==> src/rtl/dmem_pkg.sv <==
// Shared encodings and helpers for the data-memory controller.
package dmem_pkg;

  // Access size encodings; the unused code 2'd3 behaves as a word.
  localparam logic [1:0] SZ_BYTE = 2'd0;
  localparam logic [1:0] SZ_HALF = 2'd1;
  localparam logic [1:0] SZ_WORD = 2'd2;

  // Controller FSM states.
  typedef enum logic [1:0] {
    IDLE = 2'd0,
    REQ  = 2'd1,
    WAIT = 2'd2,
    DONE = 2'd3
  } state_e;

  // A half must sit on an even byte; a word on a 4-byte boundary.
  function automatic logic is_misaligned(input logic [1:0] size, input logic [1:0] off);
    logic mis;
    mis = 1'b0;
    case (size)
      SZ_BYTE: mis = 1'b0;
      SZ_HALF: mis = off[0];
      default: mis = (off != 2'b00);
    endcase
    return mis;
  endfunction

  // Byte-lane write strobes for an aligned store.
  function automatic logic [3:0] store_strb(input logic [1:0] size, input logic [1:0] off);
    logic [3:0] strb;
    strb = 4'b1111;
    case (size)
      SZ_BYTE: strb = 4'b0001 << off;
      SZ_HALF: strb = 4'b0011 << {off[1], 1'b0};
      default: strb = 4'b1111;
    endcase
    return strb;
  endfunction

  // Replicate right-aligned store data across every lane it could land in.
  function automatic logic [31:0] store_data(input logic [1:0] size, input logic [31:0] data);
    logic [31:0] rep;
    rep = data;
    case (size)
      SZ_BYTE: rep = {4{data[7:0]}};
      SZ_HALF: rep = {2{data[15:0]}};
      default: rep = data;
    endcase
    return rep;
  endfunction

endpackage

==> src/rtl/load_align.sv <==
// Selects the addressed lane of a read word and sign/zero-extends it.
module load_align
  import dmem_pkg::*;
(
  input  logic [31:0] rdata_i,
  input  logic [1:0]  offset_i,
  input  logic [1:0]  size_i,
  input  logic        unsigned_i,
  output logic [31:0] result_o
);

  logic [31:0] shifted;

  assign shifted = rdata_i >> {offset_i, 3'b000};

  // Extend the low byte/half of the shifted word according to size and signedness.
  always_comb begin
    case (size_i)
      SZ_BYTE: result_o = {{24{~unsigned_i & shifted[7]}}, shifted[7:0]};
      SZ_HALF: result_o = {{16{~unsigned_i & shifted[15]}}, shifted[15:0]};
      default: result_o = shifted;
    endcase
  end

endmodule

==> src/rtl/data_mem_ctrl.sv <==
// Load/store unit bridge: one outstanding access to a ready/valid data bus.
module data_mem_ctrl
  import dmem_pkg::*;
#(
  parameter int TIMEOUT_CYCLES = 255
) (
  input  logic        clk,
  input  logic        rst,
  input  logic [31:0] i_addr,
  input  logic [31:0] i_wdata,
  input  logic        i_read_en,
  input  logic        i_write_en,
  input  logic [1:0]  i_size,
  input  logic        i_unsigned,
  output logic [31:0] o_rdata,
  output logic        o_stall,
  output logic        o_misaligned,
  output logic        o_bus_error,
  output logic        o_mem_req_valid,
  input  logic        i_mem_req_ready,
  output logic [31:0] o_mem_addr,
  output logic [31:0] o_mem_wdata,
  output logic [3:0]  o_mem_wstrb,
  output logic        o_mem_we,
  input  logic        i_mem_rsp_valid,
  input  logic [31:0] i_mem_rdata
);

  localparam int CW = (TIMEOUT_CYCLES < 2) ? 1 : $clog2(TIMEOUT_CYCLES + 1);
  localparam logic [CW-1:0] CNT_MAX = CW'(TIMEOUT_CYCLES);

  state_e      state_q, state_d;
  logic [31:0] addr_q, addr_d;
  logic [31:0] wdata_q, wdata_d;
  logic [1:0]  size_q, size_d;
  logic        unsigned_q, unsigned_d;
  logic        we_q, we_d;
  logic [31:0] rdata_q, rdata_d;
  logic [CW-1:0] cnt_q, cnt_d;
  logic        err_q, err_d;

  logic [CW-1:0] cnt_inc;
  logic          timeout;
  logic [31:0]   ld_data;

  assign cnt_inc = cnt_q + CW'(1);
  assign timeout = (cnt_inc == CNT_MAX);

  load_align u_load_align (
    .rdata_i   (rdata_q),
    .offset_i  (addr_q[1:0]),
    .size_i    (size_q),
    .unsigned_i(unsigned_q),
    .result_o  (ld_data)
  );

  // State register and transaction registers with synchronous reset.
  always_ff @(posedge clk) begin
    // NOTE: every register here is a plain flop (no memory array), so all of them take the reset.
    if (rst) begin
      state_q    <= IDLE;
      addr_q     <= '0;
      wdata_q    <= '0;
      size_q     <= '0;
      unsigned_q <= 1'b0;
      we_q       <= 1'b0;
      rdata_q    <= '0;
      cnt_q      <= '0;
      err_q      <= 1'b0;
    end else begin
      // NOTE: non-blocking so every flop samples pre-edge values regardless of statement order.
      state_q    <= state_d;
      addr_q     <= addr_d;
      wdata_q    <= wdata_d;
      size_q     <= size_d;
      unsigned_q <= unsigned_d;
      we_q       <= we_d;
      rdata_q    <= rdata_d;
      cnt_q      <= cnt_d;
      err_q      <= err_d;
    end
  end

  // Next-state, register updates and all outputs for the access FSM.
  always_comb begin
    // NOTE: defaults first so no path through the case leaves a signal unassigned (no latches).
    state_d         = state_q;
    addr_d          = addr_q;
    wdata_d         = wdata_q;
    size_d          = size_q;
    unsigned_d      = unsigned_q;
    we_d            = we_q;
    rdata_d         = rdata_q;
    cnt_d           = cnt_q;
    err_d           = err_q;
    o_rdata         = '0;
    o_stall         = 1'b0;
    o_misaligned    = 1'b0;
    o_bus_error     = 1'b0;
    o_mem_req_valid = 1'b0;
    o_mem_addr      = '0;
    o_mem_wdata     = '0;
    o_mem_wstrb     = '0;
    o_mem_we        = 1'b0;

    case (state_q)
      IDLE: begin
        if (i_read_en || i_write_en) begin
          if (is_misaligned(i_size, i_addr[1:0])) begin
            o_misaligned = 1'b1;
          end else begin
            o_stall    = 1'b1;
            addr_d     = i_addr;
            wdata_d    = i_wdata;
            size_d     = i_size;
            unsigned_d = i_unsigned;
            we_d       = i_write_en;
            rdata_d    = '0;
            cnt_d      = '0;
            err_d      = 1'b0;
            state_d    = REQ;
          end
        end
      end
      REQ: begin
        o_stall         = 1'b1;
        o_mem_req_valid = 1'b1;
        o_mem_addr      = {addr_q[31:2], 2'b00};
        o_mem_we        = we_q;
        o_mem_wstrb     = we_q ? store_strb(size_q, addr_q[1:0]) : 4'b0000;
        o_mem_wdata     = we_q ? store_data(size_q, wdata_q) : '0;
        cnt_d           = cnt_inc;
        if (timeout) begin
          err_d   = 1'b1;
          state_d = DONE;
        end else if (i_mem_req_ready) begin
          state_d = WAIT;
        end
      end
      WAIT: begin
        o_stall = 1'b1;
        cnt_d   = cnt_inc;
        // A real response in the final cycle still beats the timeout.
        if (i_mem_rsp_valid) begin
          rdata_d = i_mem_rdata;
          state_d = DONE;
        end else if (timeout) begin
          err_d   = 1'b1;
          state_d = DONE;
        end
      end
      DONE: begin
        o_bus_error = err_q;
        o_rdata     = (we_q || err_q) ? '0 : ld_data;
        state_d     = IDLE;
      end
      default: state_d = IDLE;
    endcase
  end

endmodule

==> config.mk <==
export PLATFORM = sky130hd
export DESIGN_NAME = data_mem_ctrl
export DESIGN_NICKNAME = d
export VERILOG_FILES = /design/src/rtl/dmem_pkg.sv /design/src/rtl/load_align.sv /design/src/rtl/data_mem_ctrl.sv
export SDC_FILE = /design/constraint.sdc
export NUM_CORES = 1
export LEC_CHECK = 0
export BUFFER_PORTS_ARGS = -buffer_cell sky130_fd_sc_hd__buf_2
export CAP_MARGIN = 20
export CORE_MARGIN = 4
export CORE_UTILIZATION = 30
export CTS_CLUSTER_SIZE = 14
export DETAILED_ROUTE_END_ITERATION = 6
export PLACE_DENSITY_LB_ADDON = 0.12
export SLEW_MARGIN = 0
export SYNTH_ARGS = -nofsm -noshare
export SYNTH_HDL_FRONTEND = slang
export SYNTH_SLANG_ARGS = --single-unit
==> constraint.sdc <==
create_clock -name clk -period 4.6 [get_ports clk]
set_clock_uncertainty 0.1 [all_clocks]
set_input_delay 0.92 -clock clk [delete_from_list [all_inputs] [get_ports clk]]
set_output_delay 0.92 -clock clk [all_outputs]
set_load 0.01 [all_outputs]
==> flow_summary.ini <==
[outcome]
outcome = complete, no violations

[timing]
hold_viol = 0
slew_headroom_pct = 32.3
post-route-period-util_pct = 76.6
grt_setup_unrepaired = no
fin_crit_ns = 3.52
tightest_slew_ns = 1.01
final.setup.tns_ns = 0
fmax_ghz = 0.284
setup_viol = 0
drv_slew = 0

[floorplanning]
ios = 210
fp.dieH_um = 148
core_um2 = 19000
die_area_um2 = 21800
start_util_pct = 30.9
rows = 50
fp.dieW_um = 148

[global_routing]
grt_max_degree = 71
grt_pass1_vias = 5643
overflow = 0
antenna_found_initial = 3
grt_pass1_wl_um = 31400
grt_usage_pct = 17.8

[pwr]
power_density_nw_per_um2 = 439
leakagePower_nw = 3.04
totalPowerFinal_mw = 3.21
ir_drop_v = 0.000247

[yosys]
yosys_warnings = 0
ys_ff_latch = 111
ys_seq_area_share_pct = 38.0
synth_edf_count = 0
netlist_top_cells_count = nand2_1 (209), a21oi_1 (146), dfxtp_1 (111)
synth_most_common_cell = nand2_1
yosys-top-cells-area = dfxtp_1 (38%), nand2_1 (13%), a21oi_1 (12%)
netlist_area_um2 = 5850
synth.distinct_cells = 51
yosysTopAreaCellShare_pct = 38.0
post_synth.cell_area_avg_um2 = 7.05
yosys.area.top_type = dfxtp_1
netlist_instances = 830
async_flop_share_pct = 0
ys.flop_type = dfxtp_1

[cells_and_area]
multi_input_area_um2 = 3310
regArea_um2 = 2220
n_antenna_cell = 0
area_growth_pct = 25.1
fillers = 2131
drive_above_1_share_pct = 24.6
nets = 1100

[setup_path]
worstPathArrival_ns = 2.50
slowest_delay_ns = 0.73
critPathSlowestCell = dfxtp_1
reg2reg_from = state_q[1]
cp-end-kind = output pin
critPathMaxFanout = 18
critPathBufInv = 2
crit_path_start_kind = register
path_cells = nor2b_1, a2bb2oi_1, mux2i_1, a21oi_1, buf_4, nor3_1, buf_2
path_delay_family = flip-flops
crit_type = register to output pin
crit_start = addr_q[1]
critPathRequiredTime_ns = 3.58

[routing]
dr.pass1.iters = 4
wl_per_cell_um = 16.0
vias = 6005
ant_nets = 0
vias_per_cell = 4.79
post-route-drc-count = 0
finalWirelength_um = 20100
drtIter0Drc = 251

[placement]
gp_congestion = 0.774
hpwl_um = 14100
portBuffers = 207

[clock_network]
cts_tree = yes
clk_pin_slew_ns = 0.08
clk_path_buf_depth = 2
cts_setup_buffers = 0
post_cts_resized = 0
numCtsBuffers = 9
ctsHoldBuffers = 0
clock_sinks = 111
insertion_delay_ns = 0.35
cts_htree_levels = 3
cts-root-buf = clkbuf_16

[min_path]
worstHoldPathType = register to register
holdCritStartpoint = addr_q[19]

[flow_run]
maxCapViolCount = 0
[flip-flops by register name, indices dropped and copies added (netlist names)]
name	count
unsigned_q	1
addr_q	32
we_q	1
size_q	2
rdata_q	32
err_q	1
state_q	2
wdata_q	32
cnt_q	8
[worst paths after layout]
kind / to / slack [ns] / depth (start not counted)
setup reg to reg: rdata_q[28] / 2.11 / 9
hold reg to reg: addr_q[19] / 0.35 / 2
hold / removal: addr_q[19] / 0.35 / 2
setup / recovery: o_rdata[18] / 1.08 / 7
[through the flow]
step           util, %  setup WS [ns]  cells  hold slack (ns)  area, µm²
2_1_floorplan        -           1.46    831            0.327       5860
5_1_grt           38.6          0.839   1253            0.370       7320
3_3_place_gp      37.0           1.11   1235            0.340       7010
4_1_cts           38.4          0.552   1251            0.353       7290
6_report          38.6           1.08   1253            0.350       7320
3_5_place_dp      37.0          0.938   1235            0.342       7010
[per-layer routing]
layer / track usage, % / wire, µm / vias to the layer above
met5: 0 / 41 / -
met4: 2.94 / 142 / 6
met3: 4.81 / 1040 / 14
met2: 28.9 / 9340 / 126
met1: 24.2 / 9540 / 2747
li1: - / - / 3112
[worst min-delay path: stages, from the launching register on]
cell and delay [ns]:
dfxtp_1 0.31, nand2_1 0.05, a21oi_1 0.05
[cell families (layout without fill, tap and decap cells)]
family          after synthesis  count (layout)  synth area share, %
flops                       111             111                 38.0
fa+ha+maj                     7               7                 1.50
compound gates              202             202                 19.0
other cells                   1               2               0.0641
simple gates                391             391                 29.7
mux                          35              35                 6.01
buf+inv                      83             245                 5.69
[layout by cell type (no fill, tap or decap), types with 3 or more instances in the layout]
| cell | n |
|---|---|
| or3_1 | 3 |
| nor2b_1 | 9 |
| o21ai_0 | 20 |
| inv_1 | 8 |
| nor3_1 | 23 |
| mux2i_1 | 34 |
| nor2_1 | 52 |
| clkbuf_16 | 9 |
| a21oi_1 | 146 |
| nand3_1 | 35 |
| buf_2 | 206 |
| and3_1 | 9 |
| a211oi_1 | 16 |
| nand2_1 | 209 |
| ha_1 | 7 |
| buf_4 | 13 |
| nand2b_1 | 3 |
| o21bai_1 | 3 |
| dfxtp_1 | 111 |
| and2_1 | 33 |
[report_power, final]
group / total, mW / internal (mW) / switching (mW)
clock network: 0.752 / 0.382 / 0.370
registers: 1.23 / 1.10 / 0.129
logic: 1.23 / 0.373 / 0.862
[layout make-up]
| class | instances | share of cell area [%] |
|---|---|---|
| Clock buffer | 11 | 3.32 |
| Multi-Input combinational cell | 637 | 45.2 |
| Sequential cell | 111 | 30.3 |
| Inverter | 9 | 0.461 |
| Clock inverter | 5 | 0.461 |
| Tap cell | 260 | 4.44 |
| Timing Repair Buffer | 220 | 15.8 |
Power figures use the tool's default switching activity.
